[config.mk]
export PLATFORM = sky130hd
export DESIGN_NAME = vgroup_uop_sequencer
export DESIGN_NICKNAME = d
export VERILOG_FILES = /design/src/rtl/vgroup_uop_sequencer.sv
export SDC_FILE = /design/constraint.sdc
export NUM_CORES = 1
export LEC_CHECK = 0
export BUFFER_PORTS_ARGS = -buffer_cell sky130_fd_sc_hd__buf_2
export CELL_PAD_IN_SITES_DETAIL_PLACEMENT = 1
export CELL_PAD_IN_SITES_GLOBAL_PLACEMENT = 2
export CORE_MARGIN = 2
export CORE_UTILIZATION = 36
export DETAILED_ROUTE_END_ITERATION = 6
export GPL_TIMING_DRIVEN = 0
export PLACE_DENSITY = 0.86
export SETUP_SLACK_MARGIN = 0.02
export SLEW_MARGIN = 30
export SYNTH_ARGS = -nofsm -noshare
export SYNTH_HDL_FRONTEND = slang
export SYNTH_SLANG_ARGS = --single-unit
[constraint.sdc]
create_clock -name clk -period 6.4 [get_ports clk]
set_input_delay 0.96 -clock clk [delete_from_list [all_inputs] [get_ports clk]]
set_output_delay 0.96 -clock clk [all_outputs]
set_load 0.02 [all_outputs]
[src/rtl/vgroup_uop_sequencer.sv]
// vgroup_uop_sequencer: splits one decoded vector ALU instruction into
// per-register micro-ops when LMUL>1 register grouping is enabled. Each uop
// carries base+idx register indices (mod 32) and its own active element count
// derived from vl. stall_fe holds the front end while a group is issuing.
//
// Optional build macro: VGRP_ALIGN_CHECK_EN
//   defined   -> grouped instructions whose raA/raB/rdest are not multiples
//                of the group size are rejected with an illegal_op pulse.
//   undefined -> no alignment check; misaligned groups wrap modulo 32.
module vgroup_uop_sequencer #(
  parameter int EPR  = 4,
  parameter int VL_W = 6
) (
  input  logic            clk,
  input  logic            rst,
  input  logic            in_valid,
  output logic            in_ready,
  input  logic [4:0]      raA,
  input  logic [4:0]      raB,
  input  logic [4:0]      rdest,
  input  logic [2:0]      lmul,
  input  logic [VL_W-1:0] vl,
  input  logic            grouping_enable,
  output logic            uop_valid,
  input  logic            uop_ready,
  output logic [4:0]      uop_raA,
  output logic [4:0]      uop_raB,
  output logic [4:0]      uop_rdest,
  output logic [2:0]      uop_idx,
  output logic [VL_W-1:0] uop_vl,
  output logic            uop_last,
  output logic            stall_fe,
  output logic            illegal_op,
  output logic            busy
);

  localparam int SH = $clog2(EPR);
  localparam int CW = VL_W + 3;

  typedef enum logic {IDLE, ISSUE} state_t;

  state_t          state_q, state_d;
  logic [2:0]      cnt_q;
  logic [4:0]      base_a_q, base_b_q, base_d_q;
  logic [3:0]      n_q;
  logic [VL_W-1:0] vl_q;
  logic            illegal_q;

  logic [4:0]      uop_a_q, uop_b_q, uop_d_q;
  logic [2:0]      uop_idx_q;
  logic [VL_W-1:0] uop_vl_q;
  logic            uop_last_q;

  // Decode and group-size computation for the instruction at the input.
  logic [3:0]  l_dec, l_val, n_calc;
  logic [VL_W:0] ceil_full;
  logic        lmul_illegal, misalign, accept, start, fire;

  always_comb begin
    case (lmul[1:0])
      2'b00:   l_dec = 4'd1;
      2'b01:   l_dec = 4'd2;
      2'b10:   l_dec = 4'd4;
      default: l_dec = 4'd8;
    endcase
  end

  assign l_val        = grouping_enable ? l_dec : 4'd1;
  assign lmul_illegal = grouping_enable & lmul[2];
  assign ceil_full    = ({1'b0, vl} + (VL_W+1)'(EPR - 1)) >> SH;
  assign n_calc       = (ceil_full < {{(VL_W-3){1'b0}}, l_val}) ? ceil_full[3:0] : l_val;

`ifdef VGRP_ALIGN_CHECK_EN
  logic [4:0] align_mask;
  assign align_mask = {1'b0, l_dec} - 5'd1;
  assign misalign   = grouping_enable & !lmul[2] & (((raA | raB | rdest) & align_mask) != 5'd0);
`else
  assign misalign   = 1'b0;
`endif

  assign in_ready = (state_q == IDLE);
  assign busy     = (state_q == ISSUE);
  assign accept   = in_valid & in_ready;
  assign start    = accept & !lmul_illegal & !misalign & (n_calc != 4'd0);
  assign fire     = uop_valid & uop_ready;
  assign stall_fe = busy & !(fire & uop_last_q);

  // Next-uop field generation: uop 0 from the inputs on accept, else uop cnt+1
  // from the latched instruction.
  logic [4:0]      src_a, src_b, src_d;
  logic [VL_W-1:0] src_vl;
  logic [3:0]      src_n;
  logic [2:0]      src_idx;
  logic [CW-1:0]   rem;
  logic [VL_W-1:0] nxt_vl;
  logic            nxt_last;

  // NOTE: every signal written in always_comb gets a default first, so no path leaves it unassigned and no latch is inferred.
  always_comb begin
    src_a   = base_a_q;
    src_b   = base_b_q;
    src_d   = base_d_q;
    src_vl  = vl_q;
    src_n   = n_q;
    src_idx = cnt_q + 3'd1;
    if (state_q == IDLE) begin
      src_a   = raA;
      src_b   = raB;
      src_d   = rdest;
      src_vl  = vl;
      src_n   = n_calc;
      src_idx = 3'd0;
    end
    rem      = CW'(src_vl) - (CW'(src_idx) << SH);
    nxt_vl   = (rem > CW'(EPR)) ? VL_W'(EPR) : rem[VL_W-1:0];
    nxt_last = ({1'b0, src_idx} == (src_n - 4'd1));
  end

  // Next-state logic for the IDLE/ISSUE controller.
  always_comb begin
    state_d = state_q;
    case (state_q)
      IDLE:    if (start) state_d = ISSUE;
      ISSUE:   if (fire & uop_last_q) state_d = IDLE;
      default: state_d = IDLE;
    endcase
  end

  // State register, latched instruction and registered uop fields.
  // NOTE: sequential state uses non-blocking assignments so every register samples pre-edge values.
  always_ff @(posedge clk) begin
    if (rst) begin
      state_q    <= IDLE;
      cnt_q      <= 3'd0;
      base_a_q   <= 5'd0;
      base_b_q   <= 5'd0;
      base_d_q   <= 5'd0;
      n_q        <= 4'd0;
      vl_q       <= '0;
      illegal_q  <= 1'b0;
      uop_a_q    <= 5'd0;
      uop_b_q    <= 5'd0;
      uop_d_q    <= 5'd0;
      uop_idx_q  <= 3'd0;
      uop_vl_q   <= '0;
      uop_last_q <= 1'b0;
    end else begin
      state_q   <= state_d;
      illegal_q <= accept & (lmul_illegal | misalign);
      if (start || (fire && !uop_last_q)) begin
        if (start) begin
          base_a_q <= raA;
          base_b_q <= raB;
          base_d_q <= rdest;
          n_q      <= n_calc;
          vl_q     <= vl;
        end
        cnt_q      <= src_idx;
        uop_a_q    <= src_a + {2'b00, src_idx};
        uop_b_q    <= src_b + {2'b00, src_idx};
        uop_d_q    <= src_d + {2'b00, src_idx};
        uop_idx_q  <= src_idx;
        uop_vl_q   <= nxt_vl;
        uop_last_q <= nxt_last;
      end else if (fire && uop_last_q) begin
        cnt_q      <= 3'd0;
        uop_last_q <= 1'b0;
      end
    end
  end

  assign uop_valid  = busy;
  assign uop_raA    = uop_a_q;
  assign uop_raB    = uop_b_q;
  assign uop_rdest  = uop_d_q;
  assign uop_idx    = uop_idx_q;
  assign uop_vl     = uop_vl_q;
  assign uop_last   = uop_last_q;
  assign illegal_op = illegal_q;

endmodule
==> metrics.txt <==
DRC viols=0; clock buffer count from CTS=5; Comb pwr share=31.8%; Routed WL per cell=17.5 um; first-iteration detailed-routing DRC count=91; EDFF count, synth=0; Most used DFF post-synth=dfxtp_1; Crit. End Element=flop; total routed wirelength=9180 um; DP Cell Count=516; Area growth syn-to-layout=16.3%; Finished Layout Cells=524; final instance area=3620 um^2; part of the power in registers=45.3%; worst min path class=reg2reg; MaxCap Viol Count=0; Worst Tran Pin Value=805 ps; CTS root buffer=clkbuf_8; Initial Util=37.5%; Max Slew Vio Count=0; first-pass GRT wire length=14800 um; Mapped Nets=402; vias per inst=5.48; die span in x=97.0 um; synthesized cell area=3110 um^2; H-tree Lvls=2; pin count of the biggest net entering global routing=17; Core Footprint=8300 um^2; delay-heaviest family, CP=buffers and inverters; synthesized flop and latch total=55; Synth Warn #=0; Clock Latency Late Sink=320 ps; Max Fclk=250 MHz; setup slack, reg-to-reg=2400 ps; pwr dens=239 nW/um^2; crit-path most repeated cell=buf_1; port bufs=58; via count=2872; Layout fillers=1023; total global-route track usage=19.6%; DP Wirelength=6910 um; Slowest-stage cell, CP=buf_1; Int Pwr=557 uW; die footprint=9400 um^2; Net Sw Frac=35.5%; minimum clock period=4000 ps; total grt overflow=0; share of cells above drive strength 1=23.9%; crit path max fanout=10; period utilization=62.5%; Worst Path Buf+Inv=2; synthesized area per cell=8.82 um^2; CTS Buffer Depth=2; nature of the critical path startpoint=flop; setup TNS=0 ps; Die Ht=97.0 um; Setup Fix Bufs, Post-CTS=0; CP Data Arrival Time=4220 ps; leakage=1.57 nW; Final Setup Violations=0; dpl cell area=3530 um^2; slew margin rel.=46.4%; CTS resizes=0; run status=complete, no violations; Worst EP required=6620 ps; final RePlAce weighted congestion=0.773; hold buffers post-CTS=0; # nets final=467; first-pass detailed-route iteration total=4; crit-path cells=buf_1 > buf_1 > mux2_2 > ha_1 > nor2b_1 > o21ai_0 > nand2b_1 > a2111oi_0 > o31ai_1 > o41ai_1; initial antenna violation count=0; RSZ-0062 raised after global routing=false; Psw=307 uW; peak supply drop=0.108 mV; post-synth cell types=55; Syn Inst Count=353; critical path class=reg2reg; clock power share=22.9%; CTS Sinks=55; post-synthesis sequential area ratio=35.4%; diode count=0; ys async rst share=0%; max incr delay on CP=660 ps; setup clock skew after layout=9.65 ps; post-route ant nets=0; CTS tree=done; row count=33; IO Pins=59; final hold viol count=0; Clock Pin Slew Worst Setup and Hold Paths=110 ps; vias in the first global route=2819
## Yosys cell counts (6+ instances only)
master	n	area [um^2]
dfxtp_1	55	1100
nand2_1	53	199
a21oi_1	44	220
nand3_1	18	90.1
ha_1	16	200
nor2_1	15	56.3
mux2_2	12	135
xnor2_1	11	96.3
o21ai_0	10	50.1
nor3_1	9	45.0
clkbuf_1	8	30.0
inv_1	8	30.0
mux2i_1	8	80.1
a211oi_1	7	52.6
xor2_1	7	61.3
a21o_1	6	45.0
## cell type report
class / instances / area [um^2] / share of cell area (%)
Inverter: 8 / 30.0 / 0.830
Clock buffer: 6 / 72.6 / 2.01
Multi-Input combinational cell: 270 / 1860 / 51.3
Timing Repair Buffer: 58 / 290 / 8.02
Tap cell: 105 / 131 / 3.63
Buffer: 20 / 123 / 3.39
Sequential cell: 55 / 1100 / 30.4
Clock inverter: 2 / 12.5 / 0.346
## sequential cells by signal, summed over array words and instances (netlist names)
register and cells:
illegal_op 1, uop_vl 6, uop_raB 5, cnt_q 3, uop_idx 3, uop_rdest 5, uop_last 1, base_d_q 5
n_q 4, busy 1, base_a_q 5, uop_raA 5, base_b_q 5, vl_q 6
## worst register-to-register path, cell delays in order (launching register included)
cell and delay, ps:
dfxtp_1 530, buf_1 660, buf_1 640, mux2_2 440
ha_1 280, nor2b_1 130, o21ai_0 220, nand2b_1 90
a2111oi_0 400, o31ai_1 200, o41ai_1 320
## path summary, 6_finish.rpt
kind | from | end | cells past startpoint
hold / removal | base_b_q[3] | base_b_q[3] | 2
hold reg to reg | base_b_q[3] | base_b_q[3] | 2
setup / recovery | busy | uop_vl[1] | 10
setup reg to reg | busy | uop_vl[1] | 10
## routing by layer
metal	vias up	GRT usage, %	wire length [um]
li1	1386	-	-
met1	1422	26.6	4280
met2	58	33.5	4500
met3	6	2.96	339
met4	0	3.25	52
met5	-	0	0
## power by group through the flow
stage	logic, mW	clock network [mW]	registers [mW]
final	0.275	0.198	0.392
after global routing	0.306	0.217	0.395
after CTS	0.278	0.203	0.392
after detailed placement	0.277	0	0.399
after global placement	0.269	0	0.399
after floorplan	0.175	0	0.414
## cells in the final DEF (no fill, tap or decap), drive strengths merged, types with 2 or more instances in the layout
| master | synthesis | routed |
|---|---|---|
| nand4 | 4 | 4 |
| nand3 | 19 | 19 |
| xor2 | 7 | 7 |
| o31ai | 2 | 2 |
| inv | 8 | 8 |
| a31oi | 3 | 3 |
| fa | 4 | 4 |
| o2bb2ai | 2 | 2 |
| a21o | 6 | 6 |
| mux2i | 9 | 9 |
| nor2 | 17 | 17 |
| or2 | 3 | 3 |
| clkbuf | 8 | 14 |
| dfxtp | 55 | 55 |
| a21oi | 45 | 45 |
| mux2 | 12 | 12 |
| buf | 12 | 70 |
| a211oi | 7 | 7 |
| nand3b | 3 | 3 |
| and3 | 5 | 5 |
| o41ai | 2 | 2 |
| ha | 16 | 16 |
| nand2 | 53 | 53 |
| o21ai | 11 | 11 |
| a22o | 2 | 2 |
| xnor2 | 11 | 11 |
| nor3 | 9 | 9 |
## per-stage QoR
step | hold slack, ps | setup WS [ps] | utilization (%) | power [mW]
3_3_place_gp | 439 | 2490 | 42.6 | 0.668
4_1_cts | 461 | 2400 | 43.6 | 0.872
6_report | 459 | 2400 | 43.6 | 0.865
5_1_grt | 472 | 1960 | 43.6 | 0.917
3_5_place_dp | 447 | 2420 | 42.6 | 0.676
2_1_floorplan | 433 | 2910 | - | 0.588
## cells by family (layout without fill, tap and decap cells)
kind of cell    after synthesis  in the layout  share of synthesized area, %
compound gates               91             91                          19.8
xor+xnor                     18             18                          5.07
fa+ha+maj                    20             20                          9.01
buf+inv                      28             94                          4.91
flops                        55             55                          35.4
mux                          21             21                          7.64
simple gates                120            120                          18.2
(Power assumes the default switching activity.)
